`src/rtl/nor_gate_exerciser_pkg.sv`:
```
// Shared definitions for the 2-input gate exerciser: FSM state encoding and
// the expected-function codes selectable through the FUNC parameter.
package nor_gate_exerciser_pkg;

   typedef enum logic [2:0] {
      ST_IDLE   = 3'd0,
      ST_DRIVE  = 3'd1,
      ST_SETTLE = 3'd2,
      ST_SAMPLE = 3'd3,
      ST_DONE   = 3'd4
   } state_e;

   localparam int unsigned FUNC_NOR  = 0;
   localparam int unsigned FUNC_NAND = 1;
   localparam int unsigned FUNC_AND  = 2;
   localparam int unsigned FUNC_OR   = 3;
   localparam int unsigned FUNC_XOR  = 4;
   localparam int unsigned FUNC_XNOR = 5;

endpackage

```
`src/rtl/nor_gate_exerciser_gate_ref_model.sv`:
```
// Combinational golden model of a 2-input cell; FUNC selects the boolean function.
// Unknown codes fall back to NOR.
module nor_gate_exerciser_gate_ref_model
   import nor_gate_exerciser_pkg::*;
#(
   parameter int unsigned FUNC = FUNC_NOR
) (
   input  logic in1_i,
   input  logic in2_i,
   output logic expected_o
);

   always_comb begin
      case (FUNC)
         FUNC_NAND: expected_o = ~(in1_i & in2_i);
         FUNC_AND:  expected_o = in1_i & in2_i;
         FUNC_OR:   expected_o = in1_i | in2_i;
         FUNC_XOR:  expected_o = in1_i ^ in2_i;
         FUNC_XNOR: expected_o = ~(in1_i ^ in2_i);
         default:   expected_o = ~(in1_i | in2_i);
      endcase
   end

endmodule

```
`src/rtl/nor_gate_exerciser.sv`:
```
// Drives all four input vectors into a 2-input gate under test, waits a settle time,
// samples its output against the reference function and keeps a run scoreboard.
module nor_gate_exerciser
   import nor_gate_exerciser_pkg::*;
#(
   parameter int unsigned SETTLE_CYCLES = 2,
   parameter int unsigned PASSES        = 1,
   parameter int unsigned FUNC          = FUNC_NOR,
   parameter int unsigned ERR_W         = 8
) (
   input  logic             clk,
   input  logic             rst,
   input  logic             start,
   input  logic             abort,
   input  logic             dut_y,
   output logic             drive_in1,
   output logic             drive_in2,
   output logic             busy,
   output logic             done,
   output logic             pass_ok,
   output logic [ERR_W-1:0] err_count,
   output logic             first_fail_vld,
   output logic [1:0]       first_fail_vec,
   output state_e           dbg_state_o
);

   localparam int unsigned       PASS_W    = (PASSES > 1) ? $clog2(PASSES) : 1;
   localparam int unsigned       SET_W     = (SETTLE_CYCLES > 0) ? $clog2(SETTLE_CYCLES + 1) : 1;
   localparam logic [PASS_W-1:0] PASS_LAST = PASS_W'(PASSES - 1);
   localparam logic [SET_W-1:0]  SET_LOAD  = SET_W'(SETTLE_CYCLES);

   state_e            state_q, state_d;
   logic [1:0]        vec_q, vec_d;
   logic [PASS_W-1:0] pass_q, pass_d;
   logic [SET_W-1:0]  settle_q, settle_d;
   logic [ERR_W-1:0]  err_q, err_d;
   logic              ff_vld_q, ff_vld_d;
   logic [1:0]        ff_vec_q, ff_vec_d;
   logic              exp_y;
   logic              mismatch;

   nor_gate_exerciser_gate_ref_model #(.FUNC(FUNC)) u_ref (
      .in1_i      (vec_q[1]),
      .in2_i      (vec_q[0]),
      .expected_o (exp_y)
   );

   // Case inequality so a floating or unknown gate output is scored as a failure.
   assign mismatch = (dut_y !== exp_y);

   always_ff @(posedge clk) begin
      if (rst) begin
         state_q  <= ST_IDLE;
         vec_q    <= '0;
         pass_q   <= '0;
         settle_q <= '0;
         err_q    <= '0;
         ff_vld_q <= 1'b0;
         ff_vec_q <= '0;
      end else begin
         state_q  <= state_d;
         vec_q    <= vec_d;
         pass_q   <= pass_d;
         settle_q <= settle_d;
         err_q    <= err_d;
         ff_vld_q <= ff_vld_d;
         ff_vec_q <= ff_vec_d;
      end
   end

   // start and abort are level-sampled single-cycle requests with no ready:
   // abort always wins, start is only taken in IDLE or DONE and dropped otherwise.
   always_comb begin
      state_d  = state_q;
      vec_d    = vec_q;
      pass_d   = pass_q;
      settle_d = settle_q;
      err_d    = err_q;
      ff_vld_d = ff_vld_q;
      ff_vec_d = ff_vec_q;
      if (abort) begin
         state_d = ST_IDLE;
      end else begin
         case (state_q)
            ST_IDLE, ST_DONE: begin
               if (start) begin
                  state_d  = ST_DRIVE;
                  vec_d    = '0;
                  pass_d   = '0;
                  err_d    = '0;
                  ff_vld_d = 1'b0;
                  ff_vec_d = '0;
               end
            end
            ST_DRIVE: begin
               settle_d = SET_LOAD;
               state_d  = (SETTLE_CYCLES == 0) ? ST_SAMPLE : ST_SETTLE;
            end
            ST_SETTLE: begin
               if (settle_q <= SET_W'(1)) state_d = ST_SAMPLE;
               else                       settle_d = settle_q - SET_W'(1);
            end
            ST_SAMPLE: begin
               if (mismatch) begin
                  if (err_q != {ERR_W{1'b1}}) err_d = err_q + ERR_W'(1);
                  if (!ff_vld_q) begin
                     ff_vld_d = 1'b1;
                     ff_vec_d = vec_q;
                  end
               end
               if (vec_q != 2'd3) begin
                  vec_d   = vec_q + 2'd1;
                  state_d = ST_DRIVE;
               end else if (pass_q != PASS_LAST) begin
                  pass_d  = pass_q + PASS_W'(1);
                  vec_d   = '0;
                  state_d = ST_DRIVE;
               end else begin
                  state_d = ST_DONE;
               end
            end
            default: state_d = ST_IDLE;
         endcase
      end
   end

   always_comb begin
      busy = 1'b0;
      done = 1'b0;
      case (state_q)
         ST_DRIVE, ST_SETTLE, ST_SAMPLE: busy = 1'b1;
         ST_DONE:                        done = 1'b1;
         default:                        ;
      endcase
   end

   // vec_q only advances on leaving SAMPLE, so the pins hold from DRIVE through SAMPLE.
   assign drive_in1      = busy & vec_q[1];
   assign drive_in2      = busy & vec_q[0];
   assign pass_ok        = done & (err_q == '0);
   assign err_count      = err_q;
   assign first_fail_vld = ff_vld_q;
   assign first_fail_vec = ff_vec_q;
   assign dbg_state_o    = state_q;

endmodule

```
`config.mk`:
```
export PLATFORM = sky130hd
export DESIGN_NAME = nor_gate_exerciser
export DESIGN_NICKNAME = d
export VERILOG_FILES = /design/src/rtl/nor_gate_exerciser_pkg.sv /design/src/rtl/nor_gate_exerciser_gate_ref_model.sv /design/src/rtl/nor_gate_exerciser.sv
export SDC_FILE = /design/constraint.sdc
export NUM_CORES = 1
export LEC_CHECK = 0
export ABC_AREA = 1
export CAP_MARGIN = 25
export CORE_MARGIN = 2
export CORE_UTILIZATION = 50
export CTS_CLUSTER_DIAMETER = 200
export DETAILED_ROUTE_END_ITERATION = 10
export DONT_BUFFER_PORTS = 1
export HOLD_SLACK_MARGIN = 0.15
export PLACE_DENSITY = 0.7
export SKIP_CTS_REPAIR_TIMING = 1
export SYNTH_ARGS = -nofsm -noshare
export SYNTH_HDL_FRONTEND = slang
export SYNTH_SLANG_ARGS = --single-unit
```
`constraint.sdc`:
```
create_clock -name clk -period 1.87 [get_ports clk]
set_input_delay 0.0935 -clock clk [delete_from_list [all_inputs] [get_ports clk]]
set_output_delay 0.0935 -clock clk [all_outputs]
set_load 0.05 [all_outputs]
```
==> impl_metrics.py, run 1 <==
metrics = {
    "logic_synthesis": {
        "seq_area_frac_synth_pct": 30.8,
        "synth.avg_cell_area_sq_um": 6.72,
        "synth_cells": 174,
        "synth_cell_types": 28,
        "synth_nets": 184,
        "yosysWarningCount": 0,
        "synth-seq-cells": 18,
        "synth_area_sq_mm": 0.00117,
    },
    "clock_network": {
        "root_buffer": "clkbuf_4",
        "worstSkewPairLatency_ns": 0.30,
        "htree_num_levels": 1,
        "cts_tree": "built",
        "cts_buffers": 3,
        "cts_max_path_buffers": 2,
        "clock_sinks": 18,
        "path_clk_slew_ns": 0.10,
    },
    "drt": {
        "wl_per_cell_um": 12.4,
        "drc_errors": 0,
        "first_iter_violations": 35,
        "routed_wl_mm": 2.77,
        "num_vias": 1110,
        "routed_via_density": 4.98,
        "final_antenna_net_count": 0,
        "detail_route.first_pass.iterations": 4,
    },
    "timing": {
        "setup_violations": 0,
        "relSlewSlack_pct": 57.6,
        "setup_tns_ns": 0,
        "whs_ns": -0.154,
        "min_period_ns": 1.73,
        "timing.final.max_slew_violations": 0,
        "fmax_ghz": 0.577,
        "tightest_slew_ns": 0.636,
        "fin_skew_ns": 0.00695,
        "rsz0062_at_grt": "false",
        "post-route-period-util_pct": 92.6,
        "fin_ws_ns": 0.138,
        "hold_viol": 10,
    },
    "final_layout": {
        "regArea_sq_um": 360,
        "final_cell_mix": "nand2_1 (43), nor2_1 (29), inv_1 (24)",
        "design_area_sq_mm": 0.00138,
        "final_common_cell": "nand2_1",
        "area_growth_pct": 17.8,
        "finalNetCount": 207,
        "n_antenna_cell": 0,
        "multiInputGateArea_sq_um": 711,
        "fillCellCount": 224,
        "fin_util_pct": 62.3,
        "final_cells": 223,
        "drive_above_1_share_pct": 20.0,
    },
    "floorplanning": {
        "coreArea_sq_mm": 0.00221,
        "start_util_pct": 52.9,
        "die_area_sq_mm": 0.00274,
        "chipHeight_um": 52.4,
        "die-width_um": 52.4,
        "placement_rows": 17,
        "io_pins": 24,
    },
    "global_route": {
        "grt_usage_pct": 22.7,
        "grt_pass1_vias": 1017,
        "grt_util_met1_pct": 27.6,
        "antenna_found_initial": 0,
        "use_met3_pct": 3.71,
        "grt.busiest_layer": "met2",
        "grt_pass1_wl_mm": 4.49,
        "grtUsageMet2_pct": 37.7,
        "grt-ovfl-total": 0,
        "grt_max_degree": 13,
    },
    "place": {
        "dpl.hpwl_mm": 2.07,
        "placed_area_sq_mm": 0.00134,
        "port_buffers": 0,
        "place.gp.congestion": 0.910,
        "post-place-cells": 218,
        "place_ws_ns": 0.175,
    },
    "hold_path": {
        "hp-start": "rst",
        "hold_path_class": "in2reg",
        "worstHoldPathCells": 1,
        "min_to": "first_fail_vld",
    },
    "power": {
        "ir_drop_mv": 0.402,
        "leakagePower_nw": 0.573,
        "power-per-cell-area_mw_per_mm2": 534,
        "power_mw": 0.735,
    },
    "worst_setup_path": {
        "cp.required_ns": 2.08,
        "cp_common_cell": "nor2_1",
        "path_max_fanout": 5,
        "reg2regPathDepth": 6,
        "start_kind": "register",
        "worstReg2RegEnd": "settle_q[0]",
        "slowest_delay_ns": 0.50,
        "crit_slowest_cell": "nor2_2",
        "rr_startpoint": "dbg_state_o[0]",
        "critPathCaptureType": "register",
        "crit_arrival_ns": 1.94,
        "rrSetupSlack_ns": 0.14,
        "path_cells": "nor2_1 -> nor2_2 -> nand3_1 -> nor2_1 -> a21oi_1 -> o21a_1",
        "crit_type": "reg2reg",
    },
    "run": {
        "drv_cap": 0,
    },
    "run_status": {
        "failed_checks": "hold timing",
        "run_status": "finished, violations left",
    },
}
[Yosys cell counts (all sizes together)]
| cell | instances | area [sq um] |
|---|---|---|
| xnor2 | 1 | 8.76 |
| nor3b | 1 | 7.51 |
| nand3 | 12 | 80.1 |
| ha | 5 | 62.6 |
| o21ai | 4 | 23.8 |
| xor2 | 1 | 8.76 |
| a211oi | 1 | 7.51 |
| nor3 | 7 | 40.0 |
| nand4 | 1 | 6.26 |
| o21a | 1 | 7.51 |
| inv | 25 | 93.8 |
| nand2 | 46 | 185 |
| buf | 2 | 12.5 |
| nor2 | 34 | 166 |
| dfxtp | 18 | 360 |
| a21oi | 14 | 92.6 |
| nor4 | 1 | 6.26 |
[where the power goes]
| group | switching (mW) | leakage, nW | internal, mW |
|---|---|---|---|
| Sequential | 0.00770 | 0.146 | 0.390 |
| Combinational | 0.0969 | 0.414 | 0.0424 |
| Clock | 0.122 | 0.0138 | 0.0753 |
[layer usage]
metal	vias to the layer above	routed length [um]
li1	590	-
met1	490	1300
met2	25	1320
met3	5	96
met4	0	60
met5	-	0
[worst max-delay path: cells and delay by family, from the launching register on]
kind             cells  cell delay, ns
AO/OA/AOI/OAI        2            0.18
flip-flops           1            0.44
AND/OR/NAND/NOR      4            1.02
[logic make-up after synthesis]
logic type | count (synthesis) | synth area share, %
fa+ha+maj | 5 | 5.35
simple gates | 102 | 42.0
flops | 18 | 30.8
compound gates | 20 | 11.2
xor+xnor | 2 | 1.50
buf+inv | 27 | 9.09
[state kept, by name, indices dropped and copies added (netlist names)]
name            cells
dbg_state_o         3
first_fail_vld      1
first_fail_vec      2
vec_q               2
err_count           8
settle_q            2
[worst max-delay path by stage]
stage | endpoint | startpoint
2_1_floorplan | drive_in1 | dbg_state_o[1]
3_3_place_gp | settle_q[0] | dbg_state_o[0]
3_5_place_dp | settle_q[0] | dbg_state_o[0]
4_1_cts | settle_q[0] | dbg_state_o[0]
5_1_grt | settle_q[0] | dbg_state_o[0]
6_report | settle_q[0] | dbg_state_o[0]
[area by class of cell]
| class | instances | share of cell area [%] |
|---|---|---|
| clock buffers | 3 | 1.63 |
| multi-input cells | 129 | 51.6 |
| repair buffers | 20 | 11.3 |
| flip-flops and latches | 18 | 26.2 |
| well taps | 28 | 2.54 |
| inverters | 25 | 6.81 |
(Power assumes the default switching activity.)
==> inputs of run 2 (changes only) <==
- ABC_AREA: 1 -> 0
- CTS_CLUSTER_DIAMETER: 200 -> not set
- SYNTH_HIERARCHICAL: not set -> 1
==> run 2 against run 1 <==
Effect of this change: highest routed layer unchanged; non-clock buffer count unchanged; the run now ends clean; largest power group unchanged; worst hold slack better by 0.29 ns; critical path type unchanged; first-iteration DRC count shrank 29%; critical path depth is the same.
==> impl_metrics.py, run 2 <==
metrics = {
    "worst_setup_path": {
        "critPathCaptureType": "register",
        "worstReg2RegEnd": "dbg_state_o[2]",
        "crit_slowest_cell": "dlygate4sd3_1",
        "slowest_delay_ns": 0.57,
        "path_max_fanout": 6,
        "rr_startpoint": "dbg_state_o[2]",
        "cp.required_ns": 2.11,
        "crit_arrival_ns": 2.05,
        "start_kind": "register",
        "rrSetupSlack_ns": 0.06,
        "path_cells": "buf_4 -> and2_4 -> buf_4 -> a21oi_1 -> nor3_1 -> dlygate4sd3_1",
        "cp_common_cell": "buf_4",
        "crit_type": "reg2reg",
        "reg2regPathDepth": 6,
    },
    "drt": {
        "detail_route.first_pass.iterations": 4,
        "drc_errors": 0,
        "final_antenna_net_count": 0,
        "routed_wl_mm": 2.59,
        "first_iter_violations": 25,
        "routed_via_density": 5.96,
        "wl_per_cell_um": 15.2,
        "num_vias": 1019,
    },
    "clock_network": {
        "clock_sinks": 18,
        "worstSkewPairLatency_ns": 0.29,
        "cts_max_path_buffers": 2,
        "path_clk_slew_ns": 0.10,
        "cts_buffers": 3,
        "root_buffer": "clkbuf_4",
        "htree_num_levels": 1,
        "cts_tree": "built",
    },
    "hold_path": {
        "min_to": "vec_q[1]",
        "hold_path_class": "in2reg",
        "hp-start": "abort",
        "worstHoldPathCells": 4,
    },
    "timing": {
        "hold_viol": 0,
        "min_period_ns": 1.81,
        "fmax_ghz": 0.552,
        "tightest_slew_ns": 0.563,
        "setup_violations": 0,
        "fin_skew_ns": 0.00322,
        "whs_ns": 0.138,
        "relSlewSlack_pct": 62.4,
        "timing.final.max_slew_violations": 0,
        "post-route-period-util_pct": 96.8,
        "setup_tns_ns": 0,
    },
    "floorplanning": {
        "chipHeight_um": 49.5,
        "io_pins": 24,
        "die-width_um": 49.5,
        "die_area_sq_mm": 0.00245,
        "placement_rows": 16,
        "start_util_pct": 52.7,
        "coreArea_sq_mm": 0.00196,
    },
    "logic_synthesis": {
        "synth_cell_types": 43,
        "synth-seq-cells": 18,
        "synth-edff-count": 0,
        "synth_flop_cell": "dfxtp_1",
        "yosysTopAreaCell": "dfxtp_1",
        "yosys-top-cells-area": "dfxtp_1 (35%), ha_1 (4.8%), nor2_1 (4.4%)",
        "synth_top_area_share_pct": 34.8,
        "synth_most_common_cell": "dfxtp_1",
        "synth_area_sq_mm": 0.00103,
        "seq_area_frac_synth_pct": 34.8,
        "synth_nets": 133,
        "synth_cells": 124,
        "synthTopCellsByCount": "dfxtp_1 (18), nor2_1 (12), inv_1 (9)",
        "yosysWarningCount": 6,
        "async_reset_ff_share_pct": 0,
        "synth.avg_cell_area_sq_um": 8.34,
    },
    "final_layout": {
        "fin_util_pct": 66.3,
        "design_area_sq_mm": 0.00130,
        "regArea_sq_um": 369,
        "fillCellCount": 178,
        "area_growth_pct": 25.6,
        "final_common_cell": "buf_4",
        "n_antenna_cell": 0,
        "final_cell_mix": "buf_4 (14), dfxtp_1 (11), nor2_1 (10)",
        "drive_above_1_share_pct": 25.7,
        "multiInputGateArea_sq_um": 652,
        "finalNetCount": 154,
        "largest_reg_flops": 8,
    },
    "power": {
        "combPwrFrac_pct": 10.5,
        "switchingPower_mw": 0.172,
        "ir_drop_mv": 0.428,
        "intPower_mw": 0.536,
        "p_seq_share_pct": 55.7,
        "power-per-cell-area_mw_per_mm2": 545,
        "clockPowerShare_pct": 33.8,
        "leakagePower_nw": 0.497,
        "p_sw_share_pct": 24.3,
    },
    "place": {
        "place.gp.congestion": 0.890,
        "port_buffers": 0,
        "placed_area_sq_mm": 0.00121,
        "dpl.hpwl_mm": 1.87,
    },
    "run": {
        "drv_cap": 0,
    },
    "global_route": {
        "grt_max_degree": 13,
        "grt_usage_pct": 22.0,
        "grt-ovfl-total": 0,
        "antenna_found_initial": 0,
        "grt_pass1_wl_mm": 4.16,
        "grt_pass1_vias": 960,
    },
    "run_status": {
        "run_status": "complete, no violations",
    },
}
run 2: changes by cell type after synthesis, moves of 5 or more:
cell,change
and2_1,+5
nor2_1,-18
a21oi_1,-5
inv_1,-15
nand2_1,-36
nand3_1,-5
run 2: cells by family after synthesis:
logic type | count (synthesis) | synth area share, %
simple gates | 51 | 27.8
compound gates | 34 | 23.9
flops | 18 | 34.8
buf+inv | 13 | 5.08
fa+ha+maj | 4 | 4.84
xor+xnor | 3 | 2.54
mux | 1 | 0.967
run 2: final cells by class:
cell class              count  area share (%)
well taps                  27            2.60
inverters                   9            2.60
flip-flops and latches     18            28.4
multi-input cells          93            50.1
repair buffers             20            13.5
clock buffers               4            2.79
run 2: through the flow:
stage / power (mW) / setup WS [ns] / instances
6_report: 0.709 / 0.0596 / 171
5_1_grt: 0.742 / -0.00193 / 171
4_1_cts: 0.705 / 0.0498 / 166
3_5_place_dp: 0.466 / 0.123 / 162
3_3_place_gp: 0.465 / 0.162 / 162
2_1_floorplan: 0.457 / -0.0103 / 124
run 2: worst max-delay path: cells and delay by family (launching register included):
kind                   cells  cell delay, ns
flip-flops                 1            0.35
buffers and inverters      3            0.98
AO/OA/AOI/OAI              1            0.09
AND/OR/NAND/NOR            2            0.32
run 2: how the worst max path moves through the flow:
stage	startpoint	to
after floorplan	dbg_state_o[1]	pass_ok
after global placement	vec_q[1]	err_count[5]
after detailed placement	vec_q[1]	err_count[4]
after CTS	dbg_state_o[2]	pass_ok
after global routing	dbg_state_o[1]	dbg_state_o[2]
final	dbg_state_o[2]	dbg_state_o[2]
run 2: power by group through the flow:
stage | clock, mW | combinational, mW | sequential [mW]
2_1_floorplan | 0 | 0.0504 | 0.406
3_5_place_dp | 0 | 0.0620 | 0.404
6_report | 0.239 | 0.0744 | 0.395
5_1_grt | 0.263 | 0.0820 | 0.397
3_3_place_gp | 0 | 0.0617 | 0.404
4_1_cts | 0.247 | 0.0626 | 0.395
run 2: layer usage:
| metal | up-vias | share of wire, % | track usage [%] |
|---|---|---|---|
| met2 | 45 | 46 | 36.9 |
| li1 | 506 | - | - |
| met4 | 0 | 1.8 | 10.2 |
| met5 | - | 0 | 0 |
| met3 | 8 | 7.8 | 4.55 |
| met1 | 460 | 44 | 26.9 |
